<file path="src/rtl/collision_arbiter_if.sv">
// Lookup bus between the movement logic, the collision arbiter and the collision-map RAM.
// The arbiter uses the slave modport; requesters and the RAM model sit on the master side.
interface collision_arbiter_if #(
   parameter int N_REQ = 4
);
   logic [N_REQ-1:0]    req;
   logic [N_REQ*10-1:0] req_x;
   logic [N_REQ*10-1:0] req_y;
   logic [N_REQ-1:0]    ack;
   logic [N_REQ-1:0]    blk;
   logic                busy;
   logic [18:0]         mem_addr;
   logic                mem_dout;

   modport slave (
      input  req, req_x, req_y, mem_dout,
      output ack, blk, busy, mem_addr
   );

   modport master (
      output req, req_x, req_y, mem_dout,
      input  ack, blk, busy, mem_addr
   );
endinterface

</file>
<file path="src/rtl/collision_arbiter.sv">
// Round-robin arbiter sharing one collision-map RAM (1 bit/pixel, row-major) among movers.
// One lookup in flight; result and a one-cycle ack come back RD_LAT+1 cycles after grant.
//
// state | meaning
// IDLE  | arbitrate; on a grant register mem_addr and load the latency timer
// WAIT  | timer counts down; at terminal count capture mem_dout and raise ack
// DONE  | ack visible for this single cycle; no arbitration
module collision_arbiter #(
   parameter int N_REQ  = 4,
   parameter int MAP_W  = 960,
   parameter int MAP_H  = 480,
   parameter int RD_LAT = 1
) (
   input  logic                 sys_clk,
   input  logic                 rst,
   collision_arbiter_if.slave   bus
);
   localparam int IDX_W = (N_REQ > 1) ? $clog2(N_REQ) : 1;

   typedef enum logic [1:0] {
      IDLE = 2'd0,
      WAIT = 2'd1,
      DONE = 2'd2
   } state_t;

   state_t           state_q, state_d;
   logic [IDX_W-1:0] ptr_q, ptr_d;
   logic [IDX_W-1:0] win_q, win_d;
   logic [1:0]       cnt_q, cnt_d;
   logic             oob_q, oob_d;
   logic [18:0]      addr_q, addr_d;
   logic [N_REQ-1:0] ack_q, ack_d;
   logic [N_REQ-1:0] blk_q, blk_d;

   logic             grant_vld;
   logic [IDX_W-1:0] grant_idx;
   logic [9:0]       x_arr [N_REQ];
   logic [9:0]       y_arr [N_REQ];
   logic [9:0]       x_sel, y_sel;
   logic             oob_sel;
   logic [18:0]      addr_sel;

   always_comb begin
      for (int i = 0; i < N_REQ; i++) begin
         x_arr[i] = bus.req_x[i*10 +: 10];
         y_arr[i] = bus.req_y[i*10 +: 10];
      end
   end

   // Search from ptr upward with wrap; first requester found wins.
   always_comb begin
      logic [IDX_W:0]   idx_ext;
      logic [IDX_W-1:0] idx;
      grant_vld = 1'b0;
      grant_idx = '0;
      idx_ext   = '0;
      idx       = '0;
      for (int k = 0; k < N_REQ; k++) begin
         idx_ext = {1'b0, ptr_q} + (IDX_W+1)'(k);
         if (idx_ext >= (IDX_W+1)'(N_REQ))
            idx_ext = idx_ext - (IDX_W+1)'(N_REQ);
         idx = idx_ext[IDX_W-1:0];
         if (!grant_vld && bus.req[idx]) begin
            grant_vld = 1'b1;
            grant_idx = idx;
         end
      end
   end

   assign x_sel    = x_arr[grant_idx];
   assign y_sel    = y_arr[grant_idx];
   assign oob_sel  = (11'(x_sel) >= 11'(MAP_W)) || (11'(y_sel) >= 11'(MAP_H));
   assign addr_sel = 19'(y_sel) * 19'(MAP_W) + 19'(x_sel);

   always_comb begin
      state_d = state_q;
      ptr_d   = ptr_q;
      win_d   = win_q;
      cnt_d   = cnt_q;
      oob_d   = oob_q;
      addr_d  = addr_q;
      ack_d   = '0;
      blk_d   = blk_q;
      case (state_q)
         IDLE: begin
            if (grant_vld) begin
               win_d   = grant_idx;
               ptr_d   = (grant_idx == IDX_W'(N_REQ-1)) ? '0 : grant_idx + IDX_W'(1);
               oob_d   = oob_sel;
               addr_d  = oob_sel ? '0 : addr_sel;
               cnt_d   = 2'(RD_LAT);
               state_d = WAIT;
            end
         end
         WAIT: begin
            cnt_d = cnt_q - 2'd1;
            // Terminal count: this is the last cycle of RAM latency, mem_dout is valid now.
            if (cnt_q == 2'd1) begin
               blk_d[win_q] = oob_q | bus.mem_dout;
               ack_d[win_q] = 1'b1;
               state_d      = DONE;
            end
         end
         DONE: begin
            state_d = IDLE;
         end
         default: begin
            state_d = IDLE;
         end
      endcase
   end

   always_ff @(posedge sys_clk) begin
      if (rst) begin
         state_q <= IDLE;
         ptr_q   <= '0;
         win_q   <= '0;
         cnt_q   <= '0;
         oob_q   <= 1'b0;
         addr_q  <= '0;
         ack_q   <= '0;
         blk_q   <= '0;
      end else begin
         state_q <= state_d;
         ptr_q   <= ptr_d;
         win_q   <= win_d;
         cnt_q   <= cnt_d;
         oob_q   <= oob_d;
         addr_q  <= addr_d;
         ack_q   <= ack_d;
         blk_q   <= blk_d;
      end
   end

   assign bus.ack      = ack_q;
   assign bus.blk      = blk_q;
   assign bus.mem_addr = addr_q;
   assign bus.busy     = (state_q != IDLE);
endmodule

</file>
<file path="src/flat_wrapper.sv">
// flat-port wrapper written by rule: the top's interface ports become plain ports
module collision_arbiter_flat 
#(
   parameter int N_REQ  = 4,
   parameter int MAP_W  = 960,
   parameter int MAP_H  = 480,
   parameter int RD_LAT = 1
)
  (sys_clk, rst, bus_req, bus_req_x, bus_req_y, bus_mem_dout, bus_ack, bus_blk, bus_busy, bus_mem_addr);
  collision_arbiter_if #(.N_REQ(N_REQ)) bus_i ();
  input  logic sys_clk;
  input  logic rst;
  input wire logic [$bits(bus_i.req)-1:0] bus_req;
  input wire logic [$bits(bus_i.req_x)-1:0] bus_req_x;
  input wire logic [$bits(bus_i.req_y)-1:0] bus_req_y;
  input wire logic [$bits(bus_i.mem_dout)-1:0] bus_mem_dout;
  output wire logic [$bits(bus_i.ack)-1:0] bus_ack;
  output wire logic [$bits(bus_i.blk)-1:0] bus_blk;
  output wire logic [$bits(bus_i.busy)-1:0] bus_busy;
  output wire logic [$bits(bus_i.mem_addr)-1:0] bus_mem_addr;
  assign bus_i.req = bus_req;
  assign bus_i.req_x = bus_req_x;
  assign bus_i.req_y = bus_req_y;
  assign bus_i.mem_dout = bus_mem_dout;
  assign bus_ack = bus_i.ack;
  assign bus_blk = bus_i.blk;
  assign bus_busy = bus_i.busy;
  assign bus_mem_addr = bus_i.mem_addr;
  collision_arbiter #(.N_REQ(N_REQ), .MAP_W(MAP_W), .MAP_H(MAP_H), .RD_LAT(RD_LAT)) u_core (.sys_clk(sys_clk), .rst(rst), .bus(bus_i));
endmodule
</file>
<file path="config.mk">
export PLATFORM = sky130hd
export DESIGN_NAME = collision_arbiter_flat
export DESIGN_NICKNAME = d
export VERILOG_FILES = /design/src/rtl/collision_arbiter_if.sv /design/src/rtl/collision_arbiter.sv /design/src/flat_wrapper.sv
export SDC_FILE = /design/constraint.sdc
export NUM_CORES = 1
export LEC_CHECK = 0
export CORE_UTILIZATION = 49
export CTS_BUF_LIST = sky130_fd_sc_hd__clkbuf_4 sky130_fd_sc_hd__clkbuf_8
export CTS_CLUSTER_SIZE = 25
export DETAILED_ROUTE_END_ITERATION = 10
export PLACE_DENSITY = 0.83
export SYNTH_ARGS = -nofsm -noshare
export SYNTH_HDL_FRONTEND = slang
export SYNTH_SLANG_ARGS = --single-unit
export TNS_END_PERCENT = 30
</file>
<file path="constraint.sdc">
create_clock -name sys_clk -period 7.6 [get_ports sys_clk]
set_input_delay 1.9 -clock sys_clk [delete_from_list [all_inputs] [get_ports sys_clk]]
set_output_delay 1.9 -clock sys_clk [all_outputs]
set_load 0.02 [all_outputs]
</file>
# After elaboration in Yosys (flattened, before gate mapping)
# Index checks and enable logic that the tools add are counted.
[word_totals]
elab_cells = 92
out_inout_bits = 28
reg_bits = 36
input_bits = 87
[op_classes]
bitwise = 4
n_mux = 35
eq_ne = 5
n_lt_le_gt_ge = 13
n_addsub = 10
n_reduce_logical = 16
multipliers = 1
[ops]
columns = ["cell", "count"]
rows = [
  ["binary-select mux 10 bit (select 2 bit)", 2],
  ["2-to-1 mux 10 bit", 4],
  ["2-to-1 mux 2 bit", 11],
  ["adder 19 x 10 -> 19 bit", 1],
  ["2-to-1 mux 19 bit", 1],
  ["< comparator 2 x 3 -> 1 bit (second input constant)", 5],
  ["multiplier 10 x 4 -> 13 bit (second input constant)", 1],
  ["greater-or-equal comparator 3 bit (second input constant)", 4],
  ["greater-or-equal comparator 10 bit (second input constant)", 1],
  ["greater-or-equal comparator 10 x 9 -> 1 bit (second input constant)", 1],
  ["subtractor 2 x 1 -> 2 bit (second input constant)", 5],
  ["2-to-1 mux 1 bit", 9],
  ["binary-select mux 1 bit (select 2 bit)", 4],
  ["one-hot mux 2 bit (2 select lines)", 2],
  ["AND reduction 2 bit", 4],
  ["adder 2 x 2 -> 3 bit (second input constant)", 2],
  ["bitwise mux 4 bit", 1],
  ["equality test 2 x 1 -> 1 bit (second input constant)", 2],
  ["logical AND 1 bit", 4],
  ["inequality test 2 x 1 -> 1 bit (second input constant)", 2],
  ["nonzero test 2 bit", 2],
  ["adder 2 x 1 -> 3 bit (second input constant)", 1],
  ["greater-or-equal comparator 2 x 3 -> 1 bit (second input constant)", 1],
  ["zero test 1 bit", 3],
  ["10 further kinds", 11],
]

# Depth between registers and ports, before layout
# Gate-level depths: netlist (run 1).
[depth]
word_depth = 21
depth_mapped = 21
depth_no_buf = 20

# Worst setup path after synthesis (run 1)
# OpenSTA, ideal clock, no wires.
[synth_path]
kind = "input -> register"
from = "in bus_req[0]"
to = "reg u_core.addr_q[18] (netlist: u_core.bus.mem_addr[18])"
path_slack_ns = 1.444
required_ns = 7.504
arrival_ns = 6.061
setup_ns = 0.096
cell_stages = 21
path_buffers = 2
cell_sequence = "and2_4 o2bb2ai_1 or2_4 inv_2 buf_6 clkbuf_4 mux2_2 ha_1 inv_1 ha_1 inv_1 fa_1 inv_1 ha_1 o21ai_0 o21bai_1 and3_1 nor4_1 o2111ai_1 xnor2_1 o41ai_2"
[synth_between]
elab_chain_cells = 19
[synth_rtl]
columns = ["item", "line_no", "rtl"]
rows = [
  ["from (decl)", "flat_wrapper.sv:13", "input wire logic [$bits(bus_i.req)-1:0] bus_req;"],
  ["binary-select mux 1 bit (select 2 bit)", "collision_arbiter.sv:63", "if (!grant_vld && bus.req[idx]) begin"],
  ["2-to-1 mux 1 bit (implied by the code)", "collision_arbiter.sv:63", ""],
  ["2-to-1 mux 1 bit", "collision_arbiter.sv:63", ""],
  ["zero test 1 bit", "collision_arbiter.sv:63", ""],
  ["logical AND 1 bit", "collision_arbiter.sv:63", ""],
  ["2-to-1 mux 1 bit", "collision_arbiter.sv:63", ""],
  ["zero test 1 bit", "collision_arbiter.sv:63", ""],
  ["logical AND 1 bit", "collision_arbiter.sv:63", ""],
  ["[3 not listed]", "-", ""],
  ["2-to-1 mux 2 bit (*)", "collision_arbiter.sv:63", ""],
  ["via u_core.grant_idx[0]", "collision_arbiter.sv:36", "logic [IDX_W-1:0] grant_idx;"],
  ["inverter 2 -> 3 bit (implied by the code) (*)", "collision_arbiter.sv:70, collision_arbiter.sv:71", ""],
  ["binary-select mux 10 bit (select 2 bit), on equally long branches", "collision_arbiter.sv:71, collision_arbiter.sv:70", ""],
  ["2-to-1 mux 10 bit, on equally long branches (2 in series)", "collision_arbiter.sv:71, collision_arbiter.sv:70", ""],
  ["multiplier 10 x 4 -> 13 bit (tied with other cells)", "collision_arbiter.sv:73", "assign addr_sel = 19'(y_sel) * 19'(MAP_W) + 19'(x_sel);"],
  ["adder 19 x 10 -> 19 bit or logical OR 1 bit (tied branches)", "collision_arbiter.sv:73, collision_arbiter.sv:72", ""],
  ["2-to-1 mux 19 bit (*)", "collision_arbiter.sv:90", "addr_d = oob_sel ? '0 : addr_sel;"],
  ["to (signal assigned)", "collision_arbiter.sv:129", "addr_q <= addr_d;"],
  ["to (decl)", "collision_arbiter.sv:31", "logic [18:0] addr_q, addr_d;"],
]
# Mark *: on every way through the listed nets, which the timed path passes. The rest lies on a longest branch. The select of a mux whose other input is x is not followed.
# A chain may end at the register's enable or synchronous reset.

# Worst setup path in the final report (run 1)
[layout_path]
from = "in bus_req[2]"
to = "reg u_core.addr_q[18] (netlist: u_core.bus.mem_addr[18])"
[layout_between]
elab_chain_cells = 19
[layout_rtl]
columns = ["item", "line_no"]
rows = [
  ["binary-select mux 1 bit (select 2 bit)", "collision_arbiter.sv:63"],
  ["2-to-1 mux 1 bit (implied by the code)", "collision_arbiter.sv:63"],
  ["2-to-1 mux 1 bit", "collision_arbiter.sv:63"],
  ["zero test 1 bit", "collision_arbiter.sv:63"],
  ["logical AND 1 bit", "collision_arbiter.sv:63"],
  ["2-to-1 mux 1 bit", "collision_arbiter.sv:63"],
  ["zero test 1 bit", "collision_arbiter.sv:63"],
  ["logical AND 1 bit", "collision_arbiter.sv:63"],
  ["[2 not listed]", "-"],
  ["logical AND 1 bit", "collision_arbiter.sv:63"],
  ["2-to-1 mux 2 bit", "collision_arbiter.sv:63"],
  ["inverter 2 -> 3 bit (implied by the code)", "collision_arbiter.sv:70, collision_arbiter.sv:71"],
  ["binary-select mux 10 bit (select 2 bit), on equally long branches", "collision_arbiter.sv:71, collision_arbiter.sv:70"],
  ["2-to-1 mux 10 bit, on equally long branches (2 in series)", "collision_arbiter.sv:71, collision_arbiter.sv:70"],
  ["multiplier 10 x 4 -> 13 bit (tied with other cells)", "collision_arbiter.sv:73"],
  ["adder 19 x 10 -> 19 bit or logical OR 1 bit (tied branches)", "collision_arbiter.sv:73, collision_arbiter.sv:72"],
  ["2-to-1 mux 19 bit", "collision_arbiter.sv:90"],
]
# Several ways; a longest one is shown, not always the timed one. The select of a mux whose other input is x is not followed.

==> results_dict.tcl, run 1 <==
set metrics [dict create \
    grt_start_max_net_pins 36 \
    arrival_ns 7.19 \
    crit_slowest_cell "fa_1" \
    min_to "u_core.bus.mem_addr[12]$_SDFFE_PP0P_" \
    postCtsSetupRepairBufs 0 \
    power_leakage_nw 2.12 \
    min_delay_path_depth 2 \
    ant_nets 0 \
    worst_hold_path_type "flop to flop" \
    cts-buffers-inserted 5 \
    r2r_cell_count 17 \
    count_of_cells_resized_by_post_cts_repair 0 \
    place_hpwl_um 7210 \
    yosysTopAreaCell "dfxtp_1" \
    number_of_synthesized_flops_with_an_enable_pin 0 \
    core_region_area_um2 7290 \
    cpPeakStageDelay_ns 0.54 \
    r2r_setup_slack_ns 2.24 \
    synthDominantCellAreaShare_pct 19.5 \
    first_global_vias 3276 \
    worstMarginPinSlew_ns 1.16 \
    outcome "finished, final reports clean" \
    endpoint_kind "flop" \
    area.growth.synth_to_final_pct 34.1 \
    avgSynthCellArea_um2 9.07 \
    via_count 3298 \
    routed_via_density 5.38 \
    fmax_ghz 0.143 \
    regToRegStartpoint "u_core.ptr_q[1]$_SDFFE_PP0P_" \
    clock_tree.buffer_depth 2 \
    die_w_um 88.9 \
    grt_setup_unrepaired "no" \
    io_buffers 114 \
    mappedNetlistNets 534 \
    drc 0 \
    routed_wl_um 8840 \
    final-hold-violation-count 0 \
    synth_area_um2 3700 \
    skew_ns 0.00858 \
    most_frequent_standard_cell_in_the_layout_excluding_fill_and_tap_cells "clkdlybuf4s50_1" \
    tritonroute_pass_1_iters 4 \
    placement.cell_area_um2 4850 \
    timing.rr.end "u_core.bus.mem_addr[18]$_SDFFE_PP0P_" \
    critical_path.max_fanout 21 \
    gr-usage-all-layers_pct 23.1 \
    grt_first_pass_wirelength_um 14400 \
    utilization_pct 68.0 \
    fin_total_pwr_mw 2.56 \
    finish.net_count 639 \
    num_antenna_cells 0 \
    min_clock_period_post_route_ns 7.00 \
    globalRouteOverflowTotal 0 \
    report.final.slew_viol_count 0 \
    type_of_origin_of_the_critical_path "primary input" \
    dominant_cells_by_area_after_synthesis "dfxtp_1, ha_1, o41ai_2" \
    dominantRegCellSynth "dfxtp_1" \
    vdd_drop_max_v 0.000360 \
    power_per_cell_area_nw_per_um2 517 \
    hold_buffers 0 \
    hold_path_start "u_core.bus.mem_addr[12]$_SDFFE_PP0P_" \
    timing.slew.headroom_pct 22.4 \
    final_design_area_no_fill_um2 4960 \
    fin_crit_sh_pct 92.1 \
    setup_ws_ns 0.599 \
    cts.clk_slew.worst_paths_ns 0.07 \
    worst_setup_path_startpoint "bus_req[2]" \
    pre_cts_slack_ns 0.362 \
    final_layout_size_suffix_gt1_share_pct 11.7 \
    row_count 31 \
    setup_viol_count_final 0 \
    proportion_of_synthesized_chip_area_in_sequential_cells_pct 19.5 \
    die_height_um 88.9 \
    async_flop_share_pct 0 \
    yosys_warnings 0 \
    clock_sink_count 36 \
    synthesis.instances 408 \
    worst_skew_pair.late_latency_ns 0.29 \
    synth.lib_cells_used.distinct 65 \
    place_congestion 0.837 \
    ctsHtreeMaxLevel 2 \
    most-common-layout-cells "clkdlybuf4s50_1, inv_1, nand2_1" \
    drv_cap 0 \
    worst-setup-path-type "primary input to flop" \
    crit_chain "clkdlybuf4s50_1 -> mux2i_1 -> o2bb2ai_1 -> or2_4 -> inv_2 -> mux2_2 -> fa_1 -> inv_1 -> ha_1 -> xnor2_1 -> ha_1 -> a211oi_1 -> o21ai_1 -> and3_1 -> nor4_1 -> o2111ai_1 -> xnor2_1 -> o41ai_2" \
    detail_route.wl_per_cell_um 14.4 \
    cp.required_ns 7.78 \
    yosys_register_bits 36 \
    top_level_ports 115 \
    first_iter_violations 93 \
    dieArea_um2 7900 \
    cts_root_buffer "clkbuf_8" \
    number_of_antenna_violations_at_the_first_check_in_global_routing 0 \
    setup_tns_ns 0 \
    initial_core_util_pct 50.7 \
    tritoncts "built" \
]
[cells by family after synthesis]
| logic type | share of synthesized area [%] |
|---|---|
| AND/OR/NAND/NOR | 15.6 |
| AO/OA/AOI/OAI | 21.9 |
| buffers and inverters | 8.59 |
| multiplexers | 13.1 |
| adder cells (fa/ha/maj) | 15.8 |
| flip-flops | 19.5 |
| XOR/XNOR | 5.45 |
[routing by layer]
layer / wire, um / global-route usage (%)
met5: 0 / 0
met4: 136 / 6.74
met3: 598 / 3.08
met2: 4380 / 43.9
met1: 3730 / 26.7
[worst max-delay path by stage]
stage	slack, ns	cells past startpoint	to
detailed placement	0.36	18	u_core.bus.mem_addr[18]$_SDFFE_PP0P_
global route	0.18	19	u_core.bus.mem_addr[18]$_SDFFE_PP0P_
CTS	0.65	18	u_core.bus.mem_addr[18]$_SDFFE_PP0P_
global placement	0.61	18	u_core.bus.mem_addr[18]$_SDFFE_PP0P_
finish	0.60	18	u_core.bus.mem_addr[18]$_SDFFE_PP0P_
floorplan	1.44	21	u_core.bus.mem_addr[18]$_SDFFE_PP0P_
[final cells by class]
class / instances / area [um^2]
inverters: 48 / 180
well taps: 99 / 124
repair buffers: 117 / 1160
flip-flops and latches: 36 / 721
clock inverters: 2 / 35.0
fillers: 602 / 2330
clock buffers: 6 / 76.3
multi-input cells: 305 / 2660
[per-stage QoR]
stage,hold WS [ns],cells
floorplan,0.450,408
global placement,0.436,605
detailed placement,0.437,605
CTS,0.460,613
global route,0.481,613
finish,0.457,613
[cells in the mapped netlist, drive strengths merged, types with 3 or more instances]
cell and number:
nor2b 4, mux4 6, xnor2 12, o2111ai 4, clkbuf 8, fa 13
o21bai 3, nor2 27, dfxtp 36, inv 48, buf 11, o211ai 3
nand2b 5, mux2i 29, ha 26, a21boi 8, mux2 5, xor2 11
nand3 9, a211oi 11, nor3 7, a21o 3, a21oi 17, o41ai 19
nand2 42, or2 6, nor4 3, o21ai 11
[worst max-delay path, delay by kind of cell]
kind | cells | cell delay, ns
xor gates and xnor gates | 2 | 0.45
AOI/OAI and AO/OA | 5 | 1.11
and+or+nand+nor | 3 | 1.05
adders and majority gates | 3 | 1.16
buffers and inverters | 3 | 0.89
muxes | 2 | 0.63
[state kept, by name (all words and copies together) (netlist names)]
signal               flops
u_core.bus.mem_addr     19
u_core.bus.ack           4
u_core.bus.blk           4
u_core.cnt_q             2
u_core.ptr_q             2
u_core.state_q           2
u_core.win_q             2
u_core.oob_q             1
[power breakdown]
group          internal [mW]  switching (mW)  total (mW)
clock                  0.101          0.0678       0.169
sequential             0.220          0.0182       0.239
combinational          0.917            1.24        2.16
total                   1.24            1.33        2.56
(Power assumes the default switching activity.)
==> run 2, diff against run 1 <==
Settings changed: CORE_ASPECT_RATIO from default to 0.75.
==> results_dict.tcl, run 2 (synthesis results as in run 1) <==
set metrics [dict create \
    final_design_area_no_fill_um2 4950 \
    tritonroute_pass_1_iters 4 \
    drv_cap 0 \
    setup_tns_ns 0 \
    detail_route.wl_per_cell_um 15.0 \
    worst-setup-path-type "primary input to flop" \
    crit_slowest_cell "fa_1" \
    outcome "finished, final reports clean" \
    row_count 27 \
    grt_first_pass_wirelength_um 15300 \
    die_height_um 77.2 \
    fmax_ghz 0.143 \
    first_global_vias 3379 \
    setup_viol_count_final 0 \
    io_buffers 114 \
    top_level_ports 115 \
    place_congestion 0.853 \
    hold_buffers 0 \
    setup_ws_ns 0.626 \
    arrival_ns 7.17 \
    fin_crit_sh_pct 91.8 \
    cts.clk_slew.worst_paths_ns 0.07 \
    cp.required_ns 7.79 \
    final-hold-violation-count 0 \
    most-common-layout-cells "clkdlybuf4s50_1, inv_1, nand2_1" \
    dieArea_um2 7900 \
    gr-max-usage-layer "met2" \
    report.final.slew_viol_count 0 \
    via_count 3362 \
    num-fill-cells 613 \
    timing.slew.headroom_pct 28.2 \
    core_region_area_um2 7330 \
    area.growth.synth_to_final_pct 33.7 \
    place_hpwl_um 7520 \
    path_depth 18 \
    gr-usage-all-layers_pct 24.5 \
    grt_setup_unrepaired "no" \
    first_iter_violations 208 \
    worst_path_dominant_cell_family "adder cells" \
    routed_via_density 5.46 \
    tritoncts "built" \
    finish.net_count 640 \
    globalRouteOverflowTotal 0 \
    vdd_drop_max_v 0.000316 \
    num_antenna_cells 0 \
    power_per_cell_area_nw_per_um2 526 \
    drc 0 \
    global_route.usage.met1_pct 29.4 \
    ctsHtreeMaxLevel 2 \
    routed_wl_um 9270 \
    hold_ws_ns 0.457 \
    number_of_antenna_violations_at_the_first_check_in_global_routing 0 \
    worstMarginPinSlew_ns 1.08 \
    placement.cell_area_um2 4860 \
    clock_tree.buffer_depth 2 \
    min_delay_path_depth 2 \
    crit_chain "clkdlybuf4s50_1 -> mux2i_1 -> o2bb2ai_1 -> or2_4 -> inv_2 -> mux2_2 -> fa_1 -> inv_1 -> ha_1 -> xnor2_1 -> ha_1 -> a211oi_1 -> o21ai_1 -> and3_1 -> nor4_1 -> o2111ai_1 -> xnor2_1 -> o41ai_2" \
    grtUsageMet3_pct 4.83 \
    critPathBufInv 3 \
    postCtsSetupRepairBufs 0 \
    min_clock_period_post_route_ns 6.97 \
    final_layout_size_suffix_gt1_share_pct 11.8 \
    most_frequent_standard_cell_in_the_layout_excluding_fill_and_tap_cells "clkdlybuf4s50_1" \
    initial_core_util_pct 50.5 \
    ant_nets 0 \
    endpoint_kind "flop" \
    worst_hold_path_type "flop to flop" \
    power_leakage_nw 2.12 \
    skew_ns 0.00517 \
    count_of_cells_resized_by_post_cts_repair 0 \
    clock_sink_count 36 \
    cts_root_buffer "clkbuf_8" \
    type_of_origin_of_the_critical_path "primary input" \
    die_w_um 102 \
    pre_cts_slack_ns 0.381 \
    global_route_track_usage_on_met2_pct 44.0 \
    r2r_cell_count 17 \
    cpPeakStageDelay_ns 0.55 \
    grt_start_max_net_pins 36 \
    cts-buffers-inserted 5 \
    worst_skew_pair.late_latency_ns 0.29 \
    r2r_setup_slack_ns 2.27 \
    critical_path.max_fanout 21 \
    largest_register_ff_count 19 \
]
-- run 2: layout make-up --
cell class                 instances  area (um^2)  share of cell area, %
tap                              101          126                   2.56
clock buffer                       5         68.8                   1.39
clock inverter                     3         18.8                  0.379
multi-input combinational        305         2660                   53.8
sequential                        36          721                   14.6
inverter                          48          180                   3.64
timing repair buffer             118         1170                   23.7
-- run 2: power breakdown --
| group | total (mW) | switching, mW | leakage [nW] | internal [mW] |
|---|---|---|---|---|
| clock | 0.134 | 0.0700 | 0.0479 | 0.0638 |
| sequential | 0.239 | 0.0186 | 0.294 | 0.220 |
| combinational | 2.23 | 1.30 | 1.77 | 0.922 |
-- run 2: metrics by stage --
stage | power (mW) | util, % | cells
6_report | 2.60 | 67.5 | 616
5_1_grt | 2.87 | 67.5 | 616
4_1_cts | 2.59 | 67.5 | 616
3_5_place_dp | 2.44 | 66.3 | 608
3_3_place_gp | 2.33 | 66.3 | 608
2_1_floorplan | 1.97 | - | 408
-- run 2: worst paths after layout --
path	to	start
worst max register to register	u_core.bus.mem_addr[18]$_SDFFE_PP0P_	u_core.ptr_q[1]$_SDFFE_PP0P_
worst max-delay path	u_core.bus.mem_addr[18]$_SDFFE_PP0P_	bus_req[2]
worst min-delay path	u_core.bus.blk[2]$_SDFFE_PP0P_	u_core.bus.blk[2]$_SDFFE_PP0P_
worst min register to register	u_core.bus.blk[2]$_SDFFE_PP0P_	u_core.bus.blk[2]$_SDFFE_PP0P_
-- run 2: per-layer routing --
metal  share of wire [%]  vias to the layer above
met1                  44                     1579
met4                 1.1                        0
li1                    -                     1651
met5                   0                        -
met3                 7.4                       11
met2                  47                      121
-- run 2: worst min-delay path: stages, from the launching register on --
cell     delay [ns]
dfxtp_1        0.31
nand2_1        0.05
a21oi_1        0.05
==> run 3, diff against run 2 <==
Settings changed: CORE_MARGIN from default to 10.
Clock period 7.6 ns to 8.3 ns, I/O delays scaled along.
==> results_dict.tcl, run 3 (synthesis results as in run 1) <==
set metrics [dict create \
    crit_slowest_cell "nor2_8" \
    min_clock_period_post_route_ns 7.23 \
    ctsHtreeMaxLevel 2 \
    worst_path_dominant_cell_family "simple AND/OR/NAND/NOR gates" \
    vdd_drop_max_v 0.000297 \
    seq_area_um2 721 \
    worst_hold_path_type "flop to flop" \
    type_of_origin_of_the_critical_path "primary input" \
    io_buffers 114 \
    power_per_cell_area_nw_per_um2 474 \
    top_level_ports 115 \
    multi_input_gate_area_in_the_final_layout_um2 2660 \
    via_count 3394 \
    die_height_um 95.2 \
    detail_route.wl_per_cell_um 16.3 \
    grt_start_max_net_pins 36 \
    worst-setup-path-type "primary input to flop" \
    critical_path.max_fanout 35 \
    tritonroute_pass_1_iters 4 \
    first_iter_violations 259 \
    timing.slew.headroom_pct 19.6 \
    routed_via_density 5.53 \
    critPathBufInv 3 \
    drv_cap 0 \
    cpPeakStageDelay_ns 0.53 \
    clock_tree.buffer_depth 2 \
    outcome "finished, final reports clean" \
    core_region_area_um2 7330 \
    drc 0 \
    grt_first_pass_wirelength_um 16400 \
    setup_viol_count_final 0 \
    dieArea_um2 11500 \
    finish.net_count 638 \
    tritoncts "built" \
    first_global_vias 3376 \
    r2r_setup_slack_ns 3.01 \
    worstMarginPinSlew_ns 1.20 \
    hold_buffers 0 \
    power_leakage_nw 2.11 \
    place_congestion 0.863 \
    postCtsSetupRepairBufs 0 \
    clock_sink_count 36 \
    fmax_ghz 0.138 \
    row_count 27 \
    report.final.slew_viol_count 0 \
    cts.clk_slew.worst_paths_ns 0.08 \
    place_hpwl_um 8320 \
    worst_skew_pair.late_latency_ns 0.29 \
    ant_nets 0 \
    placement.cell_area_um2 4840 \
    num_antenna_cells 0 \
    skew_ns 0.0111 \
    fin_crit_sh_pct 87.1 \
    gr-usage-all-layers_pct 17.3 \
    grt_setup_unrepaired "no" \
    final_layout_size_suffix_gt1_share_pct 11.5 \
    cts-buffers-inserted 5 \
    num-fill-cells 611 \
    die_w_um 120 \
    most_frequent_standard_cell_in_the_layout_excluding_fill_and_tap_cells "clkdlybuf4s50_1" \
    cts_root_buffer "clkbuf_8" \
    number_of_antenna_violations_at_the_first_check_in_global_routing 0 \
    final_design_area_no_fill_um2 4930 \
    setup_tns_ns 0 \
    initial_core_util_pct 50.5 \
    crit_chain "clkdlybuf4s50_1 -> nand2b_4 -> o211a_4 -> nor2_8 -> mux2i_1 -> a21oi_1 -> inv_1 -> fa_1 -> fa_1 -> inv_1 -> ha_1 -> nor4_1 -> o21ai_1 -> and3_1 -> nor4_1 -> o2111ai_1 -> xnor2_1 -> o41ai_2" \
    largest_register_ff_count 19 \
    endpoint_kind "flop" \
    area.growth.synth_to_final_pct 33.3 \
    routed_wl_um 10000 \
    cp.required_ns 8.49 \
    globalRouteOverflowTotal 0 \
    final-hold-violation-count 0 \
    count_of_cells_resized_by_post_cts_repair 0 \
    most-common-layout-cells "clkdlybuf4s50_1, inv_1, nand2_1" \
    arrival_ns 7.42 \
]
[run 3: worst min-delay path, stage by stage (launching register included)]
cell and delay, ns:
dfxtp_1 0.33, nand2_1 0.06, o41ai_2 0.04
[run 3: final timing paths]
| path | startpoint | end | cells after the start |
|---|---|---|---|
| max | bus_req[1] | u_core.bus.mem_addr[18]$_SDFFE_PP0P_ | 18 |
| min | u_core.bus.mem_addr[2]$_SDFFE_PP0P_ | u_core.bus.mem_addr[2]$_SDFFE_PP0P_ | 2 |
| max reg2reg | u_core.ptr_q[1]$_SDFFE_PP0P_ | u_core.bus.mem_addr[18]$_SDFFE_PP0P_ | 17 |
| min reg2reg | u_core.bus.mem_addr[2]$_SDFFE_PP0P_ | u_core.bus.mem_addr[2]$_SDFFE_PP0P_ | 2 |
[run 3: per-layer routing]
metal	global-route usage (%)	wire length (um)
met1	21.7	4620
met3	4.60	922
met5	0	0
met4	3.21	54
met2	29.4	4430
[run 3: through the flow]
step,cells,setup slack [ns],hold WS (ns),utilization (%),power (mW)
final,614,1.07,0.457,67.3,2.34
after global routing,614,0.623,0.482,67.3,2.59
after CTS,614,1.04,0.462,67.3,2.34
after detailed placement,606,0.758,0.443,66.1,2.20
after global placement,606,1.05,0.434,66.1,2.12
after floorplan,408,1.97,0.450,-,1.80
[run 3: power by group]
| group | total, mW | internal (mW) | switching [mW] | leakage, nW |
|---|---|---|---|---|
| sequential | 0.218 | 0.202 | 0.0161 | 0.294 |
| clock | 0.124 | 0.0585 | 0.0651 | 0.0479 |
| combinational | 2.00 | 0.842 | 1.15 | 1.76 |
| total | 2.34 | 1.10 | 1.23 | 2.11 |
[run 3: final cells by class]
class	count	area share [%]
multi-input combinational	305	53.9
timing repair buffer	116	23.4
sequential	36	14.6
inverter	48	3.65
tap	101	2.56
clock buffer	5	1.40
clock inverter	3	0.381
